## src/rtl/mult_div_ctrl.sv

```systemverilog
// mult_div_ctrl: multicycle sequencer for the shared multiply/divide unit and HI/LO.
// Runs a radix-2 Booth signed multiply or a signed restoring divide, one iteration
// per clock, then loads HI/LO and pulses done.
// Optional feature macro: MULT_DIV_DIVZERO_EXC_EN (drive div_zero on divide by zero;
// when undefined the div_zero port is tied low).
module mult_div_ctrl #(
  parameter int WIDTH = 32
) (
  input  logic             clk,
  input  logic             reset,
  input  logic             MultCtrl,
  input  logic             DivCtrl,
  input  logic [WIDTH-1:0] A,
  input  logic [WIDTH-1:0] B,
  output logic             busy,
  output logic             done,
  output logic             div_zero,
  output logic [WIDTH-1:0] HI,
  output logic [WIDTH-1:0] LO
);

  localparam int CW = $clog2(WIDTH) + 1;
  localparam logic [CW-1:0] LAST = CW'(WIDTH);

  typedef enum logic [1:0] {IDLE, MULT, DIV, FINISH} state_t;

  state_t state, next_state;
  logic [CW-1:0] cnt;
  logic          dz;

  // acc/q double as remainder/quotient during a divide; m holds the
  // sign-extended multiplicand or the divisor magnitude. The extra acc bit
  // keeps Booth correct when the multiplicand is the most negative value.
  logic signed [WIDTH:0] acc;
  logic signed [WIDTH:0] m;
  logic [WIDTH-1:0]      q;
  logic                  q1;
  logic                  neg_q;
  logic                  neg_r;

  logic             accept;
  logic             start_mult;
  logic             start_div;
  logic             last_iter;
  logic             load_res;
  logic [WIDTH-1:0] res_hi;
  logic [WIDTH-1:0] res_lo;

  function automatic logic [WIDTH-1:0] mag(input logic signed [WIDTH-1:0] v);
    if (v[WIDTH-1]) return -v;
    return v;
  endfunction

  // One Booth step: add/subtract by {Q0,Q-1}, then arithmetic shift right of {acc,Q,Q-1}.
  function automatic logic [2*WIDTH+1:0] booth_step(
    input logic signed [WIDTH:0] a,
    input logic [WIDTH-1:0]      qq,
    input logic                  qm1,
    input logic signed [WIDTH:0] mm
  );
    logic signed [WIDTH:0] s;
    s = a;
    if ({qq[0], qm1} == 2'b01)      s = a + mm;
    else if ({qq[0], qm1} == 2'b10) s = a - mm;
    return {s[WIDTH], s, qq};
  endfunction

  // One restoring-divide step on magnitudes: shift, trial subtract, restore on borrow.
  function automatic logic [2*WIDTH:0] div_step(
    input logic [WIDTH:0]   r,
    input logic [WIDTH-1:0] qq,
    input logic [WIDTH-1:0] d
  );
    logic [WIDTH:0] r_sh;
    logic [WIDTH:0] trial;
    r_sh  = {r[WIDTH-1:0], qq[WIDTH-1]};
    trial = r_sh - {1'b0, d};
    if (trial[WIDTH]) return {r_sh, qq[WIDTH-2:0], 1'b0};
    return {trial, qq[WIDTH-2:0], 1'b1};
  endfunction

  // FINISH also accepts a start so a new operation can launch in the done cycle.
  assign accept     = (state == IDLE) || (state == FINISH);
  assign start_mult = accept && MultCtrl;
  assign start_div  = accept && !MultCtrl && DivCtrl;
  assign last_iter  = (cnt == LAST);
  assign load_res   = ((state == MULT) || (state == DIV && !dz)) && last_iter;

  // Next-state decode
  always_comb begin
    next_state = state;
    case (state)
      IDLE, FINISH: begin
        if (MultCtrl)     next_state = MULT;
        else if (DivCtrl) next_state = DIV;
        else              next_state = IDLE;
      end
      MULT:    if (last_iter) next_state = FINISH;
      DIV:     if (dz || last_iter) next_state = FINISH;
      default: next_state = IDLE;
    endcase
  end

  // Sign correction of the final result: quotient by operand signs, remainder by dividend sign
  always_comb begin
    res_hi = acc[WIDTH-1:0];
    res_lo = q;
    if (state == DIV) begin
      res_lo = neg_q ? -q : q;
      res_hi = neg_r ? -acc[WIDTH-1:0] : acc[WIDTH-1:0];
    end
  end

  // Control state, iteration counter, status flags and the HI/LO result registers
  always_ff @(posedge clk or negedge reset) begin
    if (!reset) begin
      state <= IDLE;
      cnt   <= '0;
      dz    <= 1'b0;
      busy  <= 1'b0;
      done  <= 1'b0;
      HI    <= '0;
      LO    <= '0;
    end else begin
      state <= next_state;
      busy  <= (next_state == MULT) || (next_state == DIV);
      done  <= (next_state == FINISH);
      if (start_mult || start_div)                      cnt <= '0;
      else if ((state == MULT || state == DIV) && !last_iter) cnt <= cnt + 1'b1;
      if (start_mult)     dz <= 1'b0;
      else if (start_div) dz <= (B == '0);
      if (load_res) begin
        HI <= res_hi;
        LO <= res_lo;
      end
    end
  end

  // Operand capture and one multiply/divide iteration per clock
  always_ff @(posedge clk) begin
    if (start_mult) begin
      acc <= '0;
      m   <= {A[WIDTH-1], A};
      q   <= B;
      q1  <= 1'b0;
    end else if (start_div) begin
      acc   <= '0;
      m     <= {1'b0, mag(B)};
      q     <= mag(A);
      neg_q <= A[WIDTH-1] ^ B[WIDTH-1];
      neg_r <= A[WIDTH-1];
    end else if (state == MULT && !last_iter) begin
      {acc, q, q1} <= booth_step(acc, q, q1, m);
    end else if (state == DIV && !dz && !last_iter) begin
      {acc, q} <= div_step(acc, q, m[WIDTH-1:0]);
    end
  end

`ifdef MULT_DIV_DIVZERO_EXC_EN
  // Divide-by-zero flag pulses together with done
  always_ff @(posedge clk or negedge reset) begin
    if (!reset) div_zero <= 1'b0;
    else        div_zero <= (state == DIV) && dz;
  end
`else
  assign div_zero = 1'b0;
`endif

endmodule
```

## config.mk

```make
export PLATFORM = sky130hd
export DESIGN_NAME = mult_div_ctrl
export DESIGN_NICKNAME = d
export VERILOG_FILES = /design/src/rtl/mult_div_ctrl.sv
export SDC_FILE = /design/constraint.sdc
export NUM_CORES = 1
export LEC_CHECK = 0
export BUFFER_PORTS_ARGS = -buffer_cell sky130_fd_sc_hd__buf_2
export CAP_MARGIN = 15
export CELL_PAD_IN_SITES_DETAIL_PLACEMENT = 1
export CELL_PAD_IN_SITES_GLOBAL_PLACEMENT = 2
export CORE_ASPECT_RATIO = 1.4
export CORE_MARGIN = 2
export CORE_UTILIZATION = 37
export CTS_CLUSTER_SIZE = 20
export DETAILED_ROUTE_END_ITERATION = 6
export PLACE_DENSITY_LB_ADDON = 0.1
export SETUP_SLACK_MARGIN = 0.1
export SLEW_MARGIN = 30
export SYNTH_ARGS = -nofsm -noshare
export SYNTH_HDL_FRONTEND = slang
export SYNTH_SLANG_ARGS = --single-unit
```

## constraint.sdc

```tcl
create_clock -name clk -period 5.1 [get_ports clk]
set_input_delay 0.765 -clock clk [delete_from_list [all_inputs] [get_ports clk]]
set_output_delay 0.765 -clock clk [all_outputs]
set_load 0.005 [all_outputs]
```

==> results_dict.tcl <==
set metrics [dict create \
    status "finished clean" \
    clock-sinks 176 \
    htreeDepth 4 \
    fmax_mhz 231 \
    grt_start_max_net_pins 129 \
    start_kind "flip-flop" \
    stdcell_count 2777 \
    crit_required_ps 5450 \
    post_route_cells_drive_above_1_share_pct 11.5 \
    ys_ff_latch 176 \
    gp_congestion 0.907 \
    chipHeight_um 254 \
    cts_max_path_buffers 2 \
    period_needed_ps 4320 \
    io_pins 135 \
    worst_slew_pin_slew_ps 971 \
    hpwl_um 55700 \
    wire_per_inst_um 25.5 \
    finalNetCount 2384 \
    rsz0062_at_grt "false" \
    drtIter0Drc 938 \
    hp-class "in -> async" \
    cts.clk_slew.worst_paths_ps 80 \
    synth_area_per_cell_sq_um 7.70 \
    grt_pass1_wl_um 106000 \
    syn_to_final_growth_pct 11.2 \
    ys.flop_type "dfrtp_1" \
    die-area_sq_mm 0.0464 \
    grt.busiest_layer "met2" \
    cellLeakagePower_nw 7.67 \
    combPwrFrac_pct 69.7 \
    chipWidth_um 183 \
    pwr-share-seq_pct 20.3 \
    drtPass1Iterations 5 \
    cts.root.buffer_cell "clkbuf_16" \
    antenna_found_initial 0 \
    slew_viol_final 0 \
    ctsResizeCount 0 \
    fp.coreArea_sq_mm 0.0441 \
    start_util_pct 37.5 \
    wirelength_um 70700 \
    clk_latency_ps 470 \
    cp-end-kind "flip-flop" \
    cts_buffers 17 \
    async_flop_share_pct 42.6 \
    port_buffers 133 \
    finalSetupTns_ps 0 \
    crit_type "reg -> reg" \
    synth_cells 2146 \
    multi_input_area_sq_mm 0.0111 \
    arrival_ps 4670 \
    grt_use_met1_pct 34.4 \
    ys_warn_count 0 \
    cts_tree "built" \
    syn_nets 2324 \
    hold_viol_final 0 \
    grt-ovfl-total 0 \
    skew_ps 14.6 \
    use_met2_pct 54.4 \
    p_switching_mw 7.84 \
    pwr-share-clk_pct 10.0 \
    synth_area_sq_mm 0.0165 \
    track_usage_pct 30.5 \
    synth.distinct_cells 88 \
    worstPathMaxFanout 38 \
    use_met3_pct 2.84 \
    first_global_vias 17400 \
    hold_buffers 0 \
    route.antenna.remaining_nets 0 \
    power_density_mw_per_mm2 772 \
    fin_crit_sh_pct 84.7 \
    peakVddDrop_uv 338 \
    maxCapViolCount 0 \
    n_antenna_cell 0 \
    ys_seq_area_share_pct 27.6 \
    n_fill_cell 5487 \
    synth-edff-count 67 \
    drc 0 \
    swShare_pct 55.3 \
    cell_internal_pwr_mw 6.35 \
    viasPerCell 6.03 \
    setup_viol 0 \
    register_area_sq_mm 0.00457 \
    post-cts-setup-buffers 0 \
    placed_cells 2745 \
    core.rowCount 91 \
    slew_headroom_pct 34.7 \
    vias 16800 \
]
power groups by stage:
stage	sequential [mW]	clock (mW)	combinational, mW
finish	2.89	1.41	9.90
global route	2.94	1.49	10.8
CTS	2.87	1.45	9.80
detailed placement	2.90	0	9.74
global placement	2.88	0	9.59
floorplan	2.59	0	6.61
sequential cells by signal, indices dropped and copies added, names as in the netlist:
register	cells
q	32
cnt	6
HI	32
done	1
acc	33
m	33
neg_r	1
q1	1
busy	1
state	2
dz	1
neg_q	1
LO	32
synth_stat cells, drive strengths merged (8+ instances only):
cell     instances  area [sq um]
nor3            50           262
and2             8          50.1
inv             95           357
edfxtp          67          2010
nand2          282          1060
mux2i           27           270
a221o           10           100
a21o            21           158
and3            12          76.3
o41ai           15           146
clkbuf         123           463
mux2            11           124
nor2           154           578
xnor2          114           998
dfrtp           75          1880
or4             14           118
dfxtp           34           681
xor2            77           674
a221oi          16           140
o22ai           21           131
nand3           35           180
o31ai           34           269
o21a            12          90.1
a21oi          179           896
nand4           21           131
a211oi          26           195
nand2b          28           183
buf             15          62.6
ha             107          1340
or3             14          92.6
o21ai          240          1200
o2111ai          9          78.8
a31oi           32           200
o211ai          22           165
nor2b           24           150
o21bai          14           105
nor4            23           165
final timing paths:
| kind | startpoint | endpoint | slack [ps] | depth (start not counted) |
|---|---|---|---|---|
| max | acc[3] | acc[27] | 780 | 16 |
| min | reset | LO[16] | 300 | 1 |
| max reg2reg | acc[3] | acc[27] | 780 | 16 |
| min reg2reg | HI[15] | HI[15] | 480 | 2 |
| max in group asynchronous | reset | HI[20] | 4200 | 2 |
| min in group clk | HI[15] | HI[15] | 480 | 2 |
placed cells by master, fill, tap and decap left out, types with 12 or more instances in the layout:
master     netlist  final
mux2i_1         27     27
or3_1           13     13
o31ai_1         33     33
a21o_1          21     21
xnor2_1        114    114
xor2_1          77     77
a221oi_1        16     16
nor2b_1         24     23
clkbuf_16        0     19
o21a_1          12     12
edfxtp_1        67     67
dfrtp_1         75     75
o41ai_1         13     13
o211ai_1        22     22
nor4_1          21     21
nand3_1         34     34
a21oi_1        179    179
a31oi_1         32     32
nor2_1         154    153
inv_1           94     94
nor3_1          49     49
o22ai_1         21     21
o21bai_1        14     14
ha_1           107    107
buf_2            2    132
nand2b_1        27     26
dfxtp_1         34     34
a211oi_1        26     26
o21ai_0        237    237
nand2_1        282    281
buf_4            1     45
nand4_1         21     21
metrics by stage:
step                      hold WS [ps]  area [sq um]  util (%)  setup slack, ps  total power, mW
after floorplan                    447         16500         -             1330             9.20
after global placement             461         17700      40.3              904             12.5
after detailed placement           465         17800      40.3              816             12.6
after CTS                          300         18400      41.7              784             14.1
after global routing               335         18400      41.7              462             15.2
final                              303         18400      41.7              780             14.2
worst max-delay path, cell delays in order, from the launching register on:
cell and delay, ps:
dfxtp_1 590, ha_1 380, a21o_1 200, a21oi_1 190, a21oi_1 140, o2111a_1 300, o2111ai_1 210, o2111ai_1 190
a21o_1 210, a21oi_1 150, o21bai_1 80, ha_1 290, buf_4 430, nand2_1 370, a21o_1 270, a31oi_1 140
a211oi_1 60
logic make-up (layout without fill, tap and decap cells):
group / count (synthesis) / in the layout / synth area share [%]
buf+inv: 236 / 309 / 5.41
fa+ha+maj: 110 / 110 / 8.46
xor+xnor: 191 / 191 / 10.1
compound gates: 708 / 708 / 26.6
other cells: 1 / 1 / 0.0227
flops: 176 / 176 / 27.6
mux: 38 / 38 / 2.38
simple gates: 686 / 686 / 19.4
cell type report:
cell class / instances / share of cell area (%)
multi-input combinational: 1734 / 60.3
sequential: 176 / 24.9
timing repair buffer: 179 / 5.65
tap: 558 / 3.80
clock buffer: 20 / 2.61
inverter: 98 / 2.00
clock inverter: 12 / 0.742
routing by layer:
layer  vias up  wire, um
met5         -         0
met3       153      2220
met1      8328     27600
met4         0      5290
li1       7855         -
met2       422     35600
Note: power is estimated with default switching activity, not from simulation.
